**config.mk**
```make
export PLATFORM = sky130hd
export DESIGN_NAME = instr_fetch_unit_flat
export DESIGN_NICKNAME = d
export VERILOG_FILES = /design/src/rtl/rv32i_pkg.sv /design/src/rtl/instr_fetch_unit_if.sv /design/src/rtl/instr_fetch_unit_fifo.sv /design/src/rtl/instr_fetch_unit.sv /design/src/flat_wrapper.sv
export SDC_FILE = /design/constraint.sdc
export NUM_CORES = 1
export LEC_CHECK = 0
export ABC_AREA = 1
export CAP_MARGIN = 10
export CORE_ASPECT_RATIO = 0.75
export CORE_MARGIN = 4
export CORE_UTILIZATION = 48
export DETAILED_ROUTE_END_ITERATION = 6
export PLACE_DENSITY_LB_ADDON = 0.05
export SLEW_MARGIN = 10
export SYNTH_ARGS = -nofsm -noshare
export SYNTH_HDL_FRONTEND = slang
export SYNTH_SLANG_ARGS = --single-unit
```
**constraint.sdc**
```tcl
create_clock -name clk -period 7 [get_ports clk]
set_input_delay 1.4 -clock clk [delete_from_list [all_inputs] [get_ports clk]]
set_output_delay 1.4 -clock clk [all_outputs]
set_load 0.02 [all_outputs]
```
**src/rtl/rv32i_pkg.sv**
```systemverilog
// rv32i_pkg: shared RV32I widths, the fetch PC step and the {pc, instr} fetch entry type
package rv32i_pkg;
  localparam int XLEN = 32;
  localparam int ILEN = 32;
  localparam logic [XLEN-1:0] PC_STEP = 32'd4;
  typedef struct packed {
    logic [XLEN-1:0] pc;
    logic [ILEN-1:0] instr;
  } fetch_entry_t;
endpackage

```
**src/rtl/instr_fetch_unit_if.sv**
```systemverilog
// instr_fetch_unit_if: imem req/gnt/rvalid read bus plus the decode valid/ready handshake
// master = fetch unit (drives imem_req/imem_addr and if_valid/if_pc/if_instr)
// slave  = memory + decode side (drives imem_gnt/imem_rvalid/imem_rdata and if_ready)
interface instr_fetch_unit_if;
  import rv32i_pkg::*;
  logic            imem_req;
  logic [XLEN-1:0] imem_addr;
  logic            imem_gnt;
  logic            imem_rvalid;
  logic [ILEN-1:0] imem_rdata;
  logic            if_valid;
  logic [XLEN-1:0] if_pc;
  logic [ILEN-1:0] if_instr;
  logic            if_ready;
  modport master(
    output imem_req, imem_addr, if_valid, if_pc, if_instr,
    input  imem_gnt, imem_rvalid, imem_rdata, if_ready
  );
  modport slave(
    input  imem_req, imem_addr, if_valid, if_pc, if_instr,
    output imem_gnt, imem_rvalid, imem_rdata, if_ready
  );
endinterface

```
**src/rtl/instr_fetch_unit_fifo.sv**
```systemverilog
// fetch_fifo: sync FIFO of fetch_entry_t with flush; ports clk/rst/flush, push/din, pop/dout, count
module fetch_fifo
  import rv32i_pkg::*;
#(
  parameter int DEPTH = 2
) (
  input  logic                   clk,
  input  logic                   rst,
  input  logic                   flush,
  input  logic                   push,
  input  fetch_entry_t           din,
  input  logic                   pop,
  output fetch_entry_t           dout,
  output logic [$clog2(DEPTH):0] count
);
  localparam int AW = $clog2(DEPTH);
  localparam int CW = AW + 1;
  localparam logic [CW-1:0] FULL = CW'(DEPTH);
  fetch_entry_t mem [DEPTH];
  logic [AW-1:0] wp, rp;
  logic do_push, do_pop;
  assign do_pop = pop && count != '0;
  // a pop frees the slot in the same cycle, so push is legal even when full
  assign do_push = push && (count != FULL || do_pop);
  assign dout = mem[rp];
  always_ff @(posedge clk)
    if (rst || flush) begin
      wp <= '0;
      rp <= '0;
      count <= '0;
    end else begin
      if (do_push) begin
        mem[wp] <= din;
        wp <= wp + AW'(1);
      end
      if (do_pop) rp <= rp + AW'(1);
      count <= count + CW'(do_push) - CW'(do_pop);
    end
endmodule

```
**src/rtl/instr_fetch_unit.sv**
```systemverilog
// instr_fetch_unit: owns fetch PC, issues in-order imem reads, buffers {pc,instr} for decode
// ports: clk, rst (sync, active-high), redirect_valid/redirect_pc (EX redirect),
//        bus (master: imem req/addr/gnt/rvalid/rdata, if_valid/pc/instr/ready)
module instr_fetch_unit
  import rv32i_pkg::*;
#(
  parameter logic [XLEN-1:0] RESET_PC   = 32'h0000_0000,
  parameter int              FIFO_DEPTH = 2,
  parameter int              MAX_OUTST  = 2
) (
  input  logic                clk,
  input  logic                rst,
  input  logic                redirect_valid,
  input  logic [XLEN-1:0]     redirect_pc,
  instr_fetch_unit_if.master  bus
);
  localparam int CW = $clog2(FIFO_DEPTH) + 1;
  localparam int QW = $clog2(MAX_OUTST);
  localparam logic [CW-1:0] DEPTH_C = CW'(FIFO_DEPTH);
  localparam logic [CW-1:0] MAX_C = CW'(MAX_OUTST);
  logic [XLEN-1:0] fetch_pc;
  logic [XLEN-1:0] aq [MAX_OUTST];
  logic [QW-1:0] aq_w, aq_r;
  logic [CW-1:0] outst_cnt, drop_cnt, fifo_cnt;
  logic gnt_ok, ret, keep;
  fetch_entry_t ret_entry, head;
  // credits: every granted request already owns a FIFO slot for its return
  assign bus.imem_req = !rst && !redirect_valid && (outst_cnt + fifo_cnt < DEPTH_C) && (outst_cnt < MAX_C);
  assign bus.imem_addr = fetch_pc;
  assign gnt_ok = bus.imem_req && bus.imem_gnt;
  assign ret = bus.imem_rvalid;
  assign keep = ret && drop_cnt == '0;
  assign ret_entry = '{pc: aq[aq_r], instr: bus.imem_rdata};
  assign bus.if_valid = !rst && fifo_cnt != '0;
  assign bus.if_pc = bus.if_valid ? head.pc : '0;
  assign bus.if_instr = bus.if_valid ? head.instr : '0;
  fetch_fifo #(.DEPTH(FIFO_DEPTH)) u_fifo (
    .clk   (clk),
    .rst   (rst),
    .flush (redirect_valid),
    .push  (keep),
    .din   (ret_entry),
    .pop   (bus.if_valid && bus.if_ready),
    .dout  (head),
    .count (fifo_cnt)
  );
  // the address queue is not flushed on redirect: dropped returns still pop it
  always_ff @(posedge clk)
    if (rst) begin
      fetch_pc <= RESET_PC;
      outst_cnt <= '0;
      drop_cnt <= '0;
      aq_w <= '0;
      aq_r <= '0;
    end else begin
      if (gnt_ok) begin
        aq[aq_w] <= fetch_pc;
        aq_w <= aq_w + QW'(1);
      end
      if (ret) aq_r <= aq_r + QW'(1);
      outst_cnt <= outst_cnt + CW'(gnt_ok) - CW'(ret);
      if (redirect_valid) begin
        fetch_pc <= redirect_pc & ~32'h3;
        drop_cnt <= outst_cnt - CW'(ret);
      end else begin
        if (gnt_ok) fetch_pc <= fetch_pc + PC_STEP;
        if (ret && drop_cnt != '0) drop_cnt <= drop_cnt - CW'(1);
      end
    end
endmodule
```
**src/flat_wrapper.sv**
```systemverilog
// flat-port wrapper written by rule: the top's interface ports become plain ports
module instr_fetch_unit_flat import rv32i_pkg::*;
#(
  parameter logic [XLEN-1:0] RESET_PC   = 32'h0000_0000,
  parameter int              FIFO_DEPTH = 2,
  parameter int              MAX_OUTST  = 2
)
  (clk, rst, redirect_valid, redirect_pc, bus_imem_req, bus_imem_addr, bus_if_valid, bus_if_pc, bus_if_instr, bus_imem_gnt, bus_imem_rvalid, bus_imem_rdata, bus_if_ready);
  instr_fetch_unit_if bus_i ();
  input  logic clk;
  input  logic rst;
  input  logic redirect_valid;
  input  logic [XLEN-1:0] redirect_pc;
  output wire logic [$bits(bus_i.imem_req)-1:0] bus_imem_req;
  output wire logic [$bits(bus_i.imem_addr)-1:0] bus_imem_addr;
  output wire logic [$bits(bus_i.if_valid)-1:0] bus_if_valid;
  output wire logic [$bits(bus_i.if_pc)-1:0] bus_if_pc;
  output wire logic [$bits(bus_i.if_instr)-1:0] bus_if_instr;
  input wire logic [$bits(bus_i.imem_gnt)-1:0] bus_imem_gnt;
  input wire logic [$bits(bus_i.imem_rvalid)-1:0] bus_imem_rvalid;
  input wire logic [$bits(bus_i.imem_rdata)-1:0] bus_imem_rdata;
  input wire logic [$bits(bus_i.if_ready)-1:0] bus_if_ready;
  assign bus_imem_req = bus_i.imem_req;
  assign bus_imem_addr = bus_i.imem_addr;
  assign bus_if_valid = bus_i.if_valid;
  assign bus_if_pc = bus_i.if_pc;
  assign bus_if_instr = bus_i.if_instr;
  assign bus_i.imem_gnt = bus_imem_gnt;
  assign bus_i.imem_rvalid = bus_imem_rvalid;
  assign bus_i.imem_rdata = bus_imem_rdata;
  assign bus_i.if_ready = bus_if_ready;
  instr_fetch_unit #(.RESET_PC(RESET_PC), .FIFO_DEPTH(FIFO_DEPTH), .MAX_OUTST(MAX_OUTST)) u_core (.clk(clk), .rst(rst), .redirect_valid(redirect_valid), .redirect_pc(redirect_pc), .bus(bus_i));
endmodule
```
# == Word level (Yosys, flattened, before mapping) ==
# Memory sizes are Yosys's and may differ from the RTL's. A register that Yosys moved wholly into a read port is not among the register bits.
# Index checks and enable logic that the tools add are counted.
# totals
register_bits,42
mem_bits_rw,192
inputBits,70
word_cells,62
n_memories,2
# mem_list
memory,words,word_bits,read_ports,rd_ports_with_merged_regs,write_ports,line_no,text
u_core.u_fifo.mem,2,64,1,1,1,instr_fetch_unit_fifo.sv:19,fetch_entry_t mem [DEPTH];
u_core.aq,2,32,1,1,1,instr_fetch_unit.sv:22,logic [XLEN-1:0] aq [MAX_OUTST];
# op_classes
n_addsub,12
n_lt_le_gt_ge,2
eq_ne,1
n_mux,16
n_reduce_logical,20
# ops
operator,n
2-to-1 mux 32 bit,4
adder 32 x 3 -> 32 bit (second input constant),1
logical AND 1 bit,10
2-to-1 mux 1 bit,10
nonzero test 2 bit,4
subtractor 2 x 1 -> 2 bit,3
adder 1 bit (second input constant),4
adder 2 x 1 -> 2 bit,2
less-than comparator 2 bit (second input constant),2
2-to-1 mux 2 bit,2
adder 2 bit,1
logical NOT 1 bit,2
logical NOT 2 bit,1
logical OR 1 bit,2
inequality test 2 bit (second input constant),1
OR reduction 2 bit,1
subtractor 2 x 1 -> 2 bit (second input constant),1

# == Longest topological paths before layout ==
# logic_depth
depth_word,9
ltp_mapped,12
depth_no_buf,12

# == Cells and area by module ==
# From an unflattened synthesis, not the netlist that was laid out.
# hier_totals
cells_unflattened,878
hier_area_um2,10331.2
# by_module_without_submodules
mod,instances,cells_per_inst,area_per_inst_um2
fetch_fifo,1,243,5191.2
instr_fetch_unit,1,635,5139.9

# == Least setup slack after synthesis ==
# Ideal clock, no wire load.
# synth_timing
path_kind,in2reg
start,input port rst
end,"memory u_core.u_fifo.mem[1][0] (netlist name), enable pin"
t_arrival_ns,6.143
path_slack_ns,0.299
path_stages,6
path_buffers,1
cell_sequence,buf_6 -> a21oi_1 -> nand2_1 -> nand3_1 -> nand3_1 -> nor3_1
# synth_via
elab_chain_len,9
elab_cells_between_ends,10
cone_classes,mux: 3; reduce/logical: 7
# synth_lines
element,line_no,text
from (decl),flat_wrapper.sv:11,input logic rst;
logical NOT 1 bit,instr_fetch_unit.sv:34,assign bus.if_valid = !rst && fifo_cnt != '0;
logical AND 1 bit,instr_fetch_unit.sv:34,
logical AND 1 bit,instr_fetch_unit.sv:43,".pop (bus.if_valid && bus.if_ready),"
logical AND 1 bit,instr_fetch_unit_fifo.sv:22,assign do_pop = pop && count != '0;
logical OR 1 bit,instr_fetch_unit_fifo.sv:24,assign do_push = push && (count != FULL || do_pop);
logical AND 1 bit,instr_fetch_unit_fifo.sv:24,
2-to-1 mux 1 bit,instr_fetch_unit_fifo.sv:32,if (do_push) begin
2-to-1 mux 1 bit *,instr_fetch_unit_fifo.sv:27,if (rst || flush) begin
2-to-1 mux 1 bit (implied by the code) *,instr_fetch_unit_fifo.sv:33,mem[wp] <= din;
to (decl),instr_fetch_unit_fifo.sv:19,
# Every way passes the cells marked *; elsewhere a longest branch is shown, timed or not.

# == Final worst setup path ==
# layout_timing
start,input port rst
end,output port bus_if_instr[27]
# layout_via
elab_chain_len,3
# layout_lines
element,line_no,text
logical NOT 1 bit,instr_fetch_unit.sv:34,
logical AND 1 bit,instr_fetch_unit.sv:34,
2-to-1 mux 32 bit,instr_fetch_unit.sv:36,assign bus.if_instr = bus.if_valid ? head.instr : '0;
to (decl),flat_wrapper.sv:18,output wire logic [$bits(bus_i.if_instr)-1:0] bus_if_instr;
# Every way passes these cells.

==> parameters.txt <==
Parameter                              Value

Status
  Run status ... finished, final reports clean

Detailed routing
  Total wirelength of the detailed-routed design ... 21900 um
  Iteration-0 DRC Markers ... 390
  Total iterations of the first detailed-routing run ... 4
  DRC violation count after routing ... 0
  Via count ... 6543
  Remaining antenna violation count after routing ... 0
  Vias per cell ... 4.83
  Routed wirelength normalized by instance count ... 16.1 um

Logic synthesis
  Synth area leader ... sky130_fd_sc_hd__edfxtp_1
  Synthesis-stage register bit count ... 226
  Fraction of synthesized cell area taken by the top area cell type ... 55.6%
  Gate count of the mapped netlist ... 892
  Total of warnings raised by yosys ... 0
  Mapped Area ... 9950 um2
  Register area share after synthesis ... 64.0%
  Top post-synthesis cells by area ... sky130_fd_sc_hd__edfxtp_1 56%, sky130_fd_sc_hd__mux2_2 10%, sky130_fd_sc_hd__dfxtp_1 8.5%, sky130_fd_sc_hd__nand2_1 8.0%, sky130_fd_sc_hd__inv_1 4.9%
  Post-synthesis cell type count ... 36
  Mean Syn Cell Area ... 11.1 um2

CTS
  Sink Count ... 226
  Maximum clock path buffer count ... 3
  Clock tree from TritonCTS ... yes
  CTS-repair resized insts ... 0
  Maximum level of the CTS H-tree ... 1
  Clock buffer count from CTS ... 23
  Number of buffers added for setup after CTS ... 0
  Register clock-pin slew on the reported worst setup and hold paths ... 0.06 ns
  Latest clock arrival within the worst-skew pair ... 0.50 ns
  Root buf cell ... sky130_fd_sc_hd__clkbuf_16
  Post-CTS Hold Fix Bufs ... 0

Timing
  Max Freq ... 188 MHz
  Final count of pins violating max slew ... 0
  Hold violation total from the final report ... 0
  Unrepaired setup endpoints after global routing ... no
  Final period util ... 76.1%
  Final worst clock skew ... 0.00567 ns
  Actual slew at the worst max-slew pin ... 1.17 ns
  Count of final setup violators ... 0
  Clock period minus worst slack ... 5.33 ns
  Setup TNS ... 0 ns
  Max-Slew Margin vs Limit ... 21.6%

Worst setup path
  Instance count on the critical path ... 7
  Depth of the most critical reg-to-reg path ... 10
  Largest stage delay on the critical path ... 0.79 ns
  Kind of cell adding the most delay to the critical path ... buffers and inverters
  Crit Path Category ... in2out
  Kind of end point of the critical path ... output port
  Required time worst endpoint ... 5.60 ns
  Startpoint kind of the worst setup timing path ... input port
  Cell chain of the critical path ... clkdlybuf4s50_1 -> buf_4 -> a21oi_4 -> buf_4 -> nand2_1 -> inv_1 -> clkdlybuf4s50_1
  Library cell contributing the largest single delay on the critical path ... sky130_fd_sc_hd__clkdlybuf4s50_1
  Worst path arrival time ... 3.93 ns
  Maximum fanout count along the critical path ... 35
  Worst Path Buf+Inv ... 5

Die
  Width of the die ... 174 um
  Area of the placeable core ... 20300 um2
  Cell Rows ... 45
  Number of I/O pins ... 168
  Vertical die dimension ... 133 um
  Die Area ... 23100 um2
  Starting density of the core ... 48.9%

Final layout
  Net count, final ... 1133
  Area grow syn2layout ... 26.5%
  FILL cells ... 1674
  Share of cells above drive strength 1 ... 14.5%
  Final antenna diode count ... 0
  Most common cell after layout, fill and taps aside ... sky130_fd_sc_hd__nand2_1
  Share of the core filled with cells in the final layout ... 61.9%
  Commonest cells after routing, fill and taps aside ... 213 x sky130_fd_sc_hd__nand2_1, 184 x sky130_fd_sc_hd__edfxtp_1, 161 x sky130_fd_sc_hd__clkdlybuf4s50_1, 129 x sky130_fd_sc_hd__inv_1, 92 x sky130_fd_sc_hd__mux2_2

GRT
  Wire length of the first global-routing pass ... 34500 um
  Remaining Overflow, GRT ... 0
  Antenna violations before repair ... 0
  Maximum number of pins on one net before global-route repair ... 63
  Global-route usage over all layers ... 18.7%
  Number of global-route vias before repair ... 6400

Power
  Logic pwr share ... 9.3%
  Net Sw Power ... 667 uW
  Power per unit of standard cell area ... 240 nW/um2
  Fraction of power spent switching nets ... 22.1%
  Peak supply drop ... 0.156 mV
  Total internal power ... 2.35 mW
  Sequential group share of total power ... 51.0%
  Clock network power share ... 39.6%
  Standby leakage power ... 4.92 nW

Hold path
  Hold crit path type ... reg2reg
  Cell count of the worst hold path ... 2

Place
  HPWL after detailed placement ... 14400 um
  Placer congestion estimate ... 0.878
  # port buffers ... 161

Job
  Maximum capacitance violations ... 0
-- power groups by stage --
stage / combinational [mW] / sequential [mW] / clock, mW
6_report: 0.282 / 1.54 / 1.19
5_1_grt: 0.309 / 1.54 / 1.29
4_1_cts: 0.285 / 1.54 / 1.23
3_5_place_dp: 0.284 / 1.57 / 0
3_3_place_gp: 0.280 / 1.57 / 0
2_1_floorplan: 0.151 / 1.57 / 0
-- metal layers --
metal	vias up	share of wire [%]	wire [um]	track usage, %
met5	-	0	0	0
met4	0	1.6	355	4.18
li1	3291	-	-	-
met2	161	45	9810	29.1
met1	3062	48	10500	27.3
met3	29	5.5	1210	3.71
-- sequential cells by signal, indices dropped and copies added, names as in the netlist, named ones only --
signal / flops
u_core.aq_w: 1
u_core.u_fifo.count: 2
u_core.u_fifo.rp: 1
u_core.u_fifo.wp: 1
u_core.bus.imem_addr: 30
u_core.drop_cnt: 2
u_core.outst_cnt: 2
u_core.aq: 60
u_core.u_fifo.mem: 124
u_core.aq_r: 1
-- worst paths after layout --
check | start | endpoint | slack, ns
worst min-delay path | u_core.u_fifo.wp | u_core.u_fifo.wp | 0.47
worst min register to register | u_core.u_fifo.wp | u_core.u_fifo.wp | 0.47
worst max register to register | u_core.u_fifo.count[1] | u_core.u_fifo.mem[0][39] | 4.18
worst max-delay path | rst | bus_if_instr[27] | 1.67
-- stage by stage --
step	area, um2	setup WS, ns	std cells	hold WS [ns]	total power [mW]
2_1_floorplan	9960	0.299	895	0.445	1.72
3_3_place_gp	11800	1.62	1315	0.457	1.85
3_5_place_dp	11800	1.62	1315	0.458	1.85
4_1_cts	12600	1.63	1356	0.468	3.05
5_1_grt	12600	1.53	1356	0.491	3.14
6_report	12600	1.67	1356	0.466	3.02
-- cell type report --
type                       count  area (um2)  area share [%]
inverter                     131         498            3.96
multi-input combinational    504        2930            23.3
sequential                   226        6370            50.6
timing repair buffer         172        1690            13.5
clock inverter                 7        93.8           0.746
tap                          282         353            2.80
clock buffer                  34         647            5.14
-- cell families (layout without fill, tap and decap cells) --
group / count (synthesis) / after routing / synth area share, %
simple gates: 346 / 346 / 14.5
flops: 226 / 226 / 64.0
buf+inv: 165 / 344 / 6.96
mux: 92 / 92 / 10.4
compound gates: 47 / 47 / 2.59
xor+xnor: 10 / 10 / 0.881
fa+ha+maj: 5 / 5 / 0.629
other cells: 1 / 4 / 0.0377
-- worst reg2reg max path, cell delays in order, from the launching register on --
cell and delay [ns]:
sky130_fd_sc_hd__dfxtp_1 0.41, sky130_fd_sc_hd__inv_1 0.11, sky130_fd_sc_hd__a21oi_4 0.14, sky130_fd_sc_hd__buf_4 0.34, sky130_fd_sc_hd__nand2_1 0.19, sky130_fd_sc_hd__nand3_1 0.10
sky130_fd_sc_hd__nand3_1 0.12, sky130_fd_sc_hd__inv_1 0.11, sky130_fd_sc_hd__nand2_1 0.10, sky130_fd_sc_hd__nor2_4 0.09, sky130_fd_sc_hd__buf_4 0.66
-- Yosys cell counts (all sizes together) --
| library cell | instances |
|---|---|
| a21oi | 23 |
| a221oi | 1 |
| a22oi | 1 |
| a31oi | 3 |
| and2 | 1 |
| and3 | 2 |
| buf | 22 |
| clkbuf | 12 |
| clkinv | 2 |
| conb | 1 |
| dfxtp | 42 |
| edfxtp | 184 |
| ha | 5 |
| inv | 129 |
| mux2 | 92 |
| nand2 | 216 |
| nand3 | 57 |
| nand3b | 1 |
| nand4 | 1 |
| nor2 | 64 |
| nor3 | 2 |
| o211a | 1 |
| o21ai | 15 |
| o21bai | 2 |
| o31ai | 1 |
| or2 | 2 |
| xnor2 | 7 |
| xor2 | 3 |
Power figures use the tool's default switching activity.
